--- src/rtl/alu_bist_sequencer.sv ---
// Self-test sequencer for the ALUControl/ALU pair: steps through a fixed table of
// R-type vectors, holds each for SETTLE cycles, then checks ALUOut and Branch_Enable.
module alu_bist_sequencer #(
    parameter int SETTLE       = 2,
    parameter bit STOP_ON_FAIL = 1'b0
) (
    input  logic        clk,
    input  logic        reset_n,
    input  logic        start,
    output logic        busy,
    output logic        done,
    output logic        pass,
    output logic [3:0]  fail_count,
    output logic [3:0]  fail_index,
    output logic [31:0] A,
    output logic [31:0] B,
    output logic [3:0]  FuncCode,
    output logic [6:0]  Opcode,
    input  logic [31:0] ALUOut,
    input  logic        Branch_Enable
);

    typedef enum logic [1:0] {
        S_IDLE  = 2'd0,
        S_APPLY = 2'd1,
        S_CHECK = 2'd2,
        S_DONE  = 2'd3
    } state_t;

    localparam int            CW       = (SETTLE > 1) ? $clog2(SETTLE) : 1;
    localparam logic [CW-1:0] CNT_LAST = CW'(SETTLE - 1);
    localparam logic [6:0]    OP_RTYPE = 7'b0110011;
    localparam logic [3:0]    LAST_IDX = 4'd8;
    localparam logic [3:0]    NO_FAIL  = 4'hF;

    // Entry layout: {FuncCode[3:0], A[31:0], B[31:0], expected[31:0]}
    function automatic logic [99:0] rom_entry(input logic [3:0] idx);
        case (idx)
            4'd0:    rom_entry = {4'b0111, 32'h0000_000F, 32'h0000_0055, 32'h0000_0005};
            4'd1:    rom_entry = {4'b0110, 32'h0000_000F, 32'h0000_0055, 32'h0000_005F};
            4'd2:    rom_entry = {4'b0000, 32'd10000,     32'd111,       32'd10111};
            4'd3:    rom_entry = {4'b1000, 32'd10000,     32'd111,       32'd9889};
            4'd4:    rom_entry = {4'b0010, 32'd0,         32'd2,         32'd1};
            4'd5:    rom_entry = {4'b0101, 32'h0000_0010, 32'd2,         32'h0000_0004};
            4'd6:    rom_entry = {4'b1101, 32'h8000_0000, 32'd1,         32'hC000_0000};
            4'd7:    rom_entry = {4'b0001, 32'd2,         32'd2,         32'd8};
            4'd8:    rom_entry = {4'b0100, 32'h0000_0055, 32'h0000_00FF, 32'h0000_00AA};
            default: rom_entry = {4'b0000, 32'd0,         32'd0,         32'd0};
        endcase
    endfunction

    state_t        r_state;
    logic [3:0]    r_idx;
    logic [CW-1:0] r_cnt;
    logic [3:0]    r_fail_count;
    logic [3:0]    r_fail_index;
    logic          r_pass;
    logic          r_done;
    logic          r_busy;
    logic [31:0]   r_a;
    logic [31:0]   r_b;
    logic [3:0]    r_func;
    logic [6:0]    r_op;

    state_t        w_next_state;
    logic [3:0]    w_next_idx;
    logic [CW-1:0] w_next_cnt;
    logic [3:0]    w_next_fc;
    logic [3:0]    w_next_fi;
    logic          w_next_pass;
    logic [99:0]   w_cur_entry;
    logic [99:0]   w_drv_entry;
    logic          w_mismatch;
    logic          w_drive;

    // Next-state, run bookkeeping and the drive values for the coming cycle
    always_comb begin
        w_next_state = r_state;
        w_next_idx   = r_idx;
        w_next_cnt   = r_cnt;
        w_next_fc    = r_fail_count;
        w_next_fi    = r_fail_index;
        w_next_pass  = r_pass;
        w_cur_entry  = rom_entry(r_idx);
        w_mismatch   = (ALUOut != w_cur_entry[31:0]) || Branch_Enable;
        case (r_state)
            S_IDLE: begin
                if (start) begin
                    w_next_state = S_APPLY;
                    w_next_idx   = 4'd0;
                    w_next_cnt   = '0;
                    w_next_fc    = 4'd0;
                    w_next_fi    = NO_FAIL;
                    w_next_pass  = 1'b0;
                end else begin
                    w_next_state = S_IDLE;
                end
            end
            S_APPLY: begin
                if (r_cnt == CNT_LAST) begin
                    w_next_state = S_CHECK;
                    w_next_cnt   = '0;
                end else begin
                    w_next_cnt   = r_cnt + 1'b1;
                end
            end
            S_CHECK: begin
                if (w_mismatch) begin
                    w_next_fc = (r_fail_count == 4'd15) ? 4'd15 : r_fail_count + 4'd1;
                    w_next_fi = (r_fail_index == NO_FAIL) ? r_idx : r_fail_index;
                end else begin
                    w_next_fc = r_fail_count;
                    w_next_fi = r_fail_index;
                end
                // Pass is settled here so it is already valid alongside the done pulse.
                if ((w_mismatch && STOP_ON_FAIL) || (r_idx == LAST_IDX)) begin
                    w_next_state = S_DONE;
                    w_next_pass  = (r_fail_count == 4'd0) && !w_mismatch;
                end else begin
                    w_next_state = S_APPLY;
                    w_next_idx   = r_idx + 4'd1;
                end
            end
            S_DONE: begin
                w_next_state = S_IDLE;
            end
            default: begin
                w_next_state = S_IDLE;
            end
        endcase
        w_drive     = (w_next_state == S_APPLY) || (w_next_state == S_CHECK);
        w_drv_entry = rom_entry(w_next_idx);
    end

    // State, bookkeeping and registered drive outputs
    always_ff @(posedge clk or negedge reset_n) begin
        if (!reset_n) begin
            r_state      <= S_IDLE;
            r_idx        <= 4'd0;
            r_cnt        <= '0;
            r_fail_count <= 4'd0;
            r_fail_index <= NO_FAIL;
            r_pass       <= 1'b0;
            r_done       <= 1'b0;
            r_busy       <= 1'b0;
            r_a          <= 32'd0;
            r_b          <= 32'd0;
            r_func       <= 4'd0;
            r_op         <= 7'd0;
        end else begin
            r_state      <= w_next_state;
            r_idx        <= w_next_idx;
            r_cnt        <= w_next_cnt;
            r_fail_count <= w_next_fc;
            r_fail_index <= w_next_fi;
            r_pass       <= w_next_pass;
            r_done       <= (w_next_state == S_DONE);
            r_busy       <= w_drive;
            r_a          <= w_drive ? w_drv_entry[95:64] : 32'd0;
            r_b          <= w_drive ? w_drv_entry[63:32] : 32'd0;
            r_func       <= w_drive ? w_drv_entry[99:96] : 4'd0;
            r_op         <= w_drive ? OP_RTYPE : 7'd0;
        end
    end

    assign busy       = r_busy;
    assign done       = r_done;
    assign pass       = r_pass;
    assign fail_count = r_fail_count;
    assign fail_index = r_fail_index;
    assign A          = r_a;
    assign B          = r_b;
    assign FuncCode   = r_func;
    assign Opcode     = r_op;

endmodule
--- config.mk ---
export PLATFORM = sky130hd
export DESIGN_NAME = alu_bist_sequencer
export DESIGN_NICKNAME = d
export VERILOG_FILES = /design/src/rtl/alu_bist_sequencer.sv
export SDC_FILE = /design/constraint.sdc
export NUM_CORES = 1
export LEC_CHECK = 0
export CAP_MARGIN = 25
export CORE_MARGIN = 1.5
export CORE_UTILIZATION = 44
export CTS_CLUSTER_DIAMETER = 50
export DETAILED_ROUTE_END_ITERATION = 6
export PLACE_DENSITY = 0.83
export SLEW_MARGIN = 25
export SYNTH_ARGS = -nofsm -noshare
export SYNTH_HDL_FRONTEND = slang
export SYNTH_SLANG_ARGS = --single-unit
--- constraint.sdc ---
create_clock -name clk -period 7.5 [get_ports clk]
set_input_delay 1.125 -clock clk [delete_from_list [all_inputs] [get_ports clk]]
set_output_delay 1.125 -clock clk [all_outputs]
set_load 0.02 [all_outputs]
Word-level counts from Yosys, hierarchy flattened --
Memory sizes are Yosys's and may differ from the RTL's. Cells that the tools add are included.
Operators by class: $add $sub $neg 3, multiply operators 0, divide/modulo/power cells 0, order comparisons 0, equal/unequal tests 14, shift-type cells 0, mux-type cells 24, bitwise gates (word level) 0, reductions and logical operators 12
Operators by type and width (number):
- 32-bit two-way mux | 2
- 4-bit two-way mux | 9
- 32-bit != test | 1
- 4-bit case mux with 2 select lines | 3
- 4-bit equality test (second input constant) | 3
- 4-bit by 1-bit adder with 4-bit output (second input constant) | 2
- 2-bit equality test (second input constant) | 4
- 2-bit != test (second input constant) | 4
- 2-bit case mux with 4 select lines | 1
- 6-bit two-way mux | 1
- 3-bit AND reduction | 2
- 2-bit by 1-bit equality test with 1-bit output (second input constant) | 2
- 4-bit zero test | 1
- 1-bit two-way mux | 4
- 2-bit two-way mux | 2
- 1-bit case mux with 2 select lines | 2
- 4-bit AND reduction | 1
- 2-bit nonzero test | 2
- 2-bit zero test | 1
- 1-bit logical OR | 2
- 2-bit AND reduction | 1
- 1-bit adder (second input constant) | 1
- 1-bit logical AND | 1
- 1-bit zero test | 1
Word-level totals: flip-flop bits (word level) 92, latch bits 0, RAM bits 0, bits in read-only memories 1184, input port bits 36, output and inout bits 86, logic and storage cells 67, memories 2
Memories:
- (no name shown) | depth 16, bits a word 37, rd ports 1, clocked after Yosys merged registers in 0, wr ports 0, line 38 | case (idx)
- (no name shown) | depth 16, bits a word 37, rd ports 1, clocked after Yosys merged registers in 0, wr ports 0, line 38

Longest topological paths before layout --
Gate-level depths: netlist of the first run. An unclocked memory read counts as a cell.
depth after elaboration 7, gate-level depth with buffers 11, gate-level depth less buffers 11

Least setup slack after synthesis of the first run --
No wires, ideal clock.
kind input to register, start point input port start, end point register r_b[1], in the netlist B[1], setup time 0.077 ns, arrival 2.761 ns, data required time 7.423 ns, path slack 4.662 ns, cell stages on the path 7, buffers on the path 0, cells stage by stage o21bai_1 a21o_1 a32oi_1 inv_1 ha_1 or3_1 a21oi_1
On the way: elaborated cells between the ends (all ways) 9, classes of those cells eq/ne: 2; mux: 5; reduce/logical: 1; memory: 1
RTL lines:
- start, declared | line 9 | input logic start,
- 4-bit two-way mux | line 88 | if (start) begin
- 4-bit case mux with 2 select lines | line 86 | case (r_state)
- net w_next_idx[1] | line 66 | logic [3:0] w_next_idx;
- memory read 16 x 37 bit
- 32-bit two-way mux | line 160 | r_b <= w_drive ? w_drv_entry[63:32] : 32'd0;
- end signal, assigned | line 160
- end, declared | line 61 | logic [31:0] r_b;
The timed path passes the listed nets, and every way through them passes these cells. A chain may end at the register's enable or synchronous reset.

Final worst setup path of the first run --
Same ends and word-level chain as after synthesis.

==> summary.txt, run 1 <==
Critical path
  – RR Startpoint: r_idx[0]
  – WS Path Type: primary input to register
  – CP max stage cell: a32oi_1
  – Delay-heaviest family, CP: compound AO/OA/AOI/OAI gates
  – Crit path launch type: primary input
  – Cells along the critical path: clkdlybuf4s50_1 > o21bai_1 > a21o_1 > a32oi_1 > inv_1 > ha_1 > or3_1 > a21oi_1
  – CP max FO: 10
  – FF-to-FF path depth: 9
  – Terminus of the critical flop-to-flop path: B[1]
  – Slowest stage delay, CP: 520 ps
  – Crit path arrival time: 3580 ps
  – Worst setup EP type: register
  – R2R setup slack: 4660 ps
  – Critical Path RT: 7720 ps
  – CP bufs+invs: 2

Floorplan
  – FP Rows: 27
  – Io pins: 122
  – Core Footprint: 5470 um2
  – Starting Density: 45.4%
  – Die Footprint: 6110 um2
  – Die H: 78.2 um
  – Die Wd: 78.2 um

CTS
  – Clock sinks: 33
  – Clock latency on the worst-skew pair: 300 ps
  – Clk root buf: clkbuf_8
  – Clk pin slew, worst setup/hold paths: 70 ps
  – CTS buffer count: 5
  – TritonCTS clock tree: yes
  – Setup Fix Bufs, Post-CTS: 0
  – CTS H-tree depth: 2
  – Max clock buf depth: 2
  – Cts hold-fix bufs: 0
  – Cts repair resizes: 0

Final layout
  – Synth-to-Final Area Change: 25.5%
  – Fill count: 506
  – Post-layout nets: 388
  – Most frequent cells in the layout: clkdlybuf4s50_1, conb_1, dfrtp_1
  – Most common cell after layout, fill and taps aside: clkdlybuf4s50_1
  – Fin area: 3120 um2
  – Share of layout cells above drive strength 1: 6.47%
  – Multi-input gate area: 1290 um2
  – # diodes: 0
  – FF/Latch Area: 831 um2

Drt
  – Antenna-violating nets left: 0
  – Drt wl/cell: 12.6 um
  – Drt drc: 0
  – Pre-Repair DR Iteration Count: 4
  – Via density: 4.84
  – DR iter-0 viols: 95
  – Via count: 1994
  – DRT Wirelength: 5.19 mm

Global route
  – Grt ovf: 0
  – Largest net degree at the start of global routing: 34
  – First-pass GRT wire length: 8.76 mm
  – Vias in the first global route: 1957
  – Total track usage: 18.0%
  – Initial antenna violation count: 0

Power
  – Design Power: 1.08 mW
  – Reg power frac: 28.9%
  – Power Internal: 0.611 mW
  – Max VDD drop: 0.000178 V
  – Psw: 0.468 mW
  – Clock power share: 15.8%
  – Switch share: 43.4%
  – Pwr per Cell Area: 346 nW/um2
  – Gate power share: 55.2%
  – Leakage: 1.38 nW

Timing
  – Setup tns final: 0 ps
  – Final Hold Viols: 0
  – Slew @ Worst Pin: 682 ps
  – Max transition margin: 54.4%
  – Fmax: 297 MHz
  – Unrepaired setup endpoints after global routing: no
  – Fin crit share: 44.8%
  – Clock Skew: 7.11 ps
  – Slew Limit Fails: 0
  – Final Setup Violations: 0
  – Crit path time final: 3360 ps
  – Setup ws final: 4140 ps

Run status
  – Status: finished clean

Logic synthesis
  – Top cell type's share of synthesized area: 29.2%
  – Mean Syn Cell Area: 8.97 um2
  – Post-synth EDFFs: 0
  – Synthesized instance count: 277
  – Main area contributors after synthesis: dfrtp_1, buf_4, ha_1, dfstp_2, nand2_1
  – #FFs+latches synth: 33
  – Main synth FF type: dfrtp_1
  – Synth Warn #: 0
  – Register area share after synthesis: 33.4%
  – Async S/R FF share, synth: 100%
  – Post-synth top area cell: dfrtp_1
  – Synth unique cells: 52
  – Cell Area, Synth: 2480 um2

Placed design
  – Final HPWL DP: 4.07 mm
  – Area after DPL: 3000 um2
  – PortBufs: 73
  – GP Congestion: 0.903
  – Post-place setup slack: 3850 ps

Worst hold path
  – Cell depth of the worst hold path: 1
  – Min-Delay Startpoint: pass
  – Hold Path Class: register to register
  – Hold endpoint: pass

Job
  – Max Cap Viol: 0
==> cells in the mapped netlist, types with 5 or more instances <==
master	n
o21ai_0	10
nor2_1	19
a21oi_1	11
nor3b_1	5
o22a_1	5
ha_1	13
buf_4	60
nor4_1	8
nand3_1	6
dfrtp_1	29
inv_1	14
nand2_1	23
nand4_1	5
==> how the worst max path moves through the flow <==
stage | startpoint | end | slack, ps | cells past startpoint
finish | start | B[1] | 4140 | 8
global route | start | B[1] | 3890 | 8
CTS | start | B[1] | 4120 | 8
detailed placement | start | B[1] | 3850 | 8
global placement | start | B[1] | 3940 | 8
floorplan | start | B[1] | 4660 | 7
==> power by group through the flow <==
stage	clock, mW	combinational (mW)	sequential (mW)
after floorplan	0	0.366	0.358
after global placement	0	0.582	0.314
after detailed placement	0	0.595	0.315
after CTS	0.174	0.598	0.313
after global routing	0.181	0.652	0.323
final	0.171	0.596	0.312
==> through the flow <==
stage	hold slack, ps	utilization (%)	instances
finish	534	57.0	412
global route	536	57.0	412
CTS	530	57.0	412
detailed placement	512	54.9	404
global placement	495	54.9	404
floorplan	494	-	324
==> logic make-up (layout without fill, tap and decap cells) <==
family / Yosys count / in the layout / share of synthesized area (%)
AND/OR/NAND/NOR: 91 / 91 / 20.1
buffers and inverters: 81 / 97 / 21.8
AO/OA/AOI/OAI: 50 / 50 / 14.6
flip-flops: 33 / 33 / 33.4
adder cells (fa/ha/maj): 13 / 13 / 6.55
multiplexers: 6 / 6 / 2.67
XOR/XNOR: 2 / 2 / 0.705
other: 1 / 48 / 0.151
==> flip-flops by register name, summed over array words and instances, names as in the netlist, 2 cells and up <==
name / flops
A: 7
B: 4
FuncCode: 4
fail_count: 4
fail_index: 4
r_idx: 4
r_state: 2
==> final cells by class <==
type | instances | area share [%]
clock buffers | 5 | 2.21
clock inverters | 3 | 1.48
inverters | 15 | 1.81
multi-input cells | 210 | 41.3
flip-flops and latches | 33 | 26.6
well taps | 72 | 2.89
repair buffers | 74 | 23.7
==> worst reg2reg max path, cell delays in order, from the launching register on <==
cell     delay (ps)
dfrtp_1         500
inv_1           100
ha_1            270
and3b_1         230
a21o_1          180
a32oi_1         520
inv_1           220
ha_1            230
or3_1           360
a21oi_1         150
==> metal layers <==
| metal | track usage (%) | vias to the layer above | wire length, um |
|---|---|---|---|
| li1 | - | 980 | - |
| met1 | 21.8 | 948 | 2180 |
| met2 | 31.5 | 59 | 2710 |
| met3 | 3.84 | 7 | 232 |
| met4 | 6.25 | 0 | 63 |
| met5 | 0 | - | 0 |
(Power assumes the default switching activity.)
==> run 2: changes to the inputs <==
- CORE_UTILIZATION: 44 -> 37
- PLACE_DENSITY: 0.83 -> 0.74
- clock period: 7.5 -> 2.7 ns (I/O delays scaled with it)
==> summary.txt, run 2 (synthesized netlist as in run 1, its figures left out) <==
Run status
  – Status: finished with violations
  – Failing checks: design-rule violations

Final layout
  – Final Util: 49.1%
  – Post-layout nets: 392
  – Share of layout cells above drive strength 1: 8.72%
  – Most frequent cells in the layout: clkdlybuf4s50_1, conb_1, dfrtp_1
  – Layout Cells excl Fill: 421
  – Most common cell after layout, fill and taps aside: clkdlybuf4s50_1
  – Fill count: 613
  – Max reg flops: 7
  – Fin area: 3160 um2
  – Synth-to-Final Area Change: 27.0%
  – # diodes: 0

Critical path
  – CP max stage cell: dfrtp_2
  – Cells along the critical path: inv_1 > ha_1 > mux2_4 > or4_4 > o311a_4 > nor4b_4 > nand4_2 > a221oi_2
  – Delay-heaviest family, CP: simple AND/OR/NAND/NOR gates
  – Slowest stage delay, CP: 430 ps
  – Critical path origin: r_idx[0]
  – Critical Path RT: 2890 ps
  – Worst setup EP type: register
  – RR Startpoint: r_idx[0]
  – Critical path destination: fail_count[0]
  – CP bufs+invs: 1
  – WS Path Type: register to register
  – Crit path arrival time: 2740 ps
  – Terminus of the critical flop-to-flop path: fail_count[0]
  – R2R setup slack: 150 ps
  – Critical path depth in cells: 8
  – Crit path launch type: register
  – CP max FO: 8
  – FF-to-FF path depth: 8

Timing
  – Setup ws final: 153 ps
  – Unrepaired setup endpoints after global routing: no
  – Clock Skew: 11.1 ps
  – Crit path time final: 2550 ps
  – Max transition margin: 61.0%
  – Fmax: 393 MHz
  – Smallest hold slack: 530 ps
  – Final Setup Violations: 0
  – Slew @ Worst Pin: 585 ps
  – Final Hold Viols: 0
  – Setup tns final: 0 ps
  – Slew Limit Fails: 0
  – Fin crit share: 94.3%

Drt
  – Via density: 4.77
  – Drt wl/cell: 12.5 um
  – Antenna-violating nets left: 0
  – DRT Wirelength: 5.28 mm
  – Pre-Repair DR Iteration Count: 7
  – Via count: 2010
  – Drt drc: 5
  – DR iter-0 viols: 110

CTS
  – Clk root buf: clkbuf_8
  – Clock sinks: 33
  – CTS buffer count: 5
  – CTS H-tree depth: 2
  – Clock latency on the worst-skew pair: 280 ps
  – Max clock buf depth: 2
  – Setup Fix Bufs, Post-CTS: 0
  – TritonCTS clock tree: yes
  – Clk pin slew, worst setup/hold paths: 70 ps

Power
  – Pwr per Cell Area: 932 nW/um2
  – Design Power: 2.94 mW
  – Max VDD drop: 0.000625 V
  – Leakage: 1.39 nW

Floorplan
  – Io pins: 122
  – Die Footprint: 7220 um2
  – Core Footprint: 6420 um2
  – Die Wd: 85.0 um
  – Die H: 85.0 um
  – Starting Density: 38.7%
  – FP Rows: 29

Global route
  – Initial antenna violation count: 0
  – Largest net degree at the start of global routing: 34
  – Total track usage: 14.9%
  – Vias in the first global route: 1887
  – Grt ovf: 0
  – First-pass GRT wire length: 8.75 mm

Placed design
  – Area after DPL: 3040 um2
  – Final HPWL DP: 4.08 mm
  – GP Congestion: 0.823
  – Placed cell count: 413
  – Post-place setup slack: 61.8 ps
  – PortBufs: 73

Job
  – Max Cap Viol: 0

Worst hold path
  – Hold Path Class: primary input to async pin
-- run 2: cell types whose count changed in the layout (fill, tap and decap cells not counted), sizes merged --
cell / change
clkbuf: +2
clkinv: -1
bufinv: -1
buf: +4
-- run 2: cell type report --
class | count | area (um2) | share of cell area, %
multi-input combinational | 210 | 1310 | 41.4
sequential | 33 | 833 | 26.4
timing repair buffer | 78 | 768 | 24.3
tap | 77 | 96.3 | 3.05
clock buffer | 7 | 86.3 | 2.74
inverter | 15 | 56.3 | 1.78
clock inverter | 1 | 7.51 | 0.238
-- run 2: power breakdown --
| part | internal [mW] | switching (mW) |
|---|---|---|
| registers | 0.701 | 0.150 |
| clock network | 0.207 | 0.176 |
| logic | 0.749 | 0.959 |
-- run 2: layer usage --
metal	wire [um]	global-route usage, %
met1	2240	18.6
met4	26	4.17
met5	0	0
met2	2780	25.6
met3	229	3.50
-- run 2: worst min-delay path by stage --
stage,cells after the start,end
after floorplan,0,A[13]
after global placement,1,pass
after detailed placement,1,pass
after CTS,1,pass
after global routing,1,pass
final,2,fail_count[0]
-- run 2: what timing repair did --
| item | 4_1_cts | 5_1_grt |
|---|---|---|
| resized for setup | 0 | 6 |
| hold buffers | 0 | 0 |
| endpoints found under the setup margin | 0 | 14 |
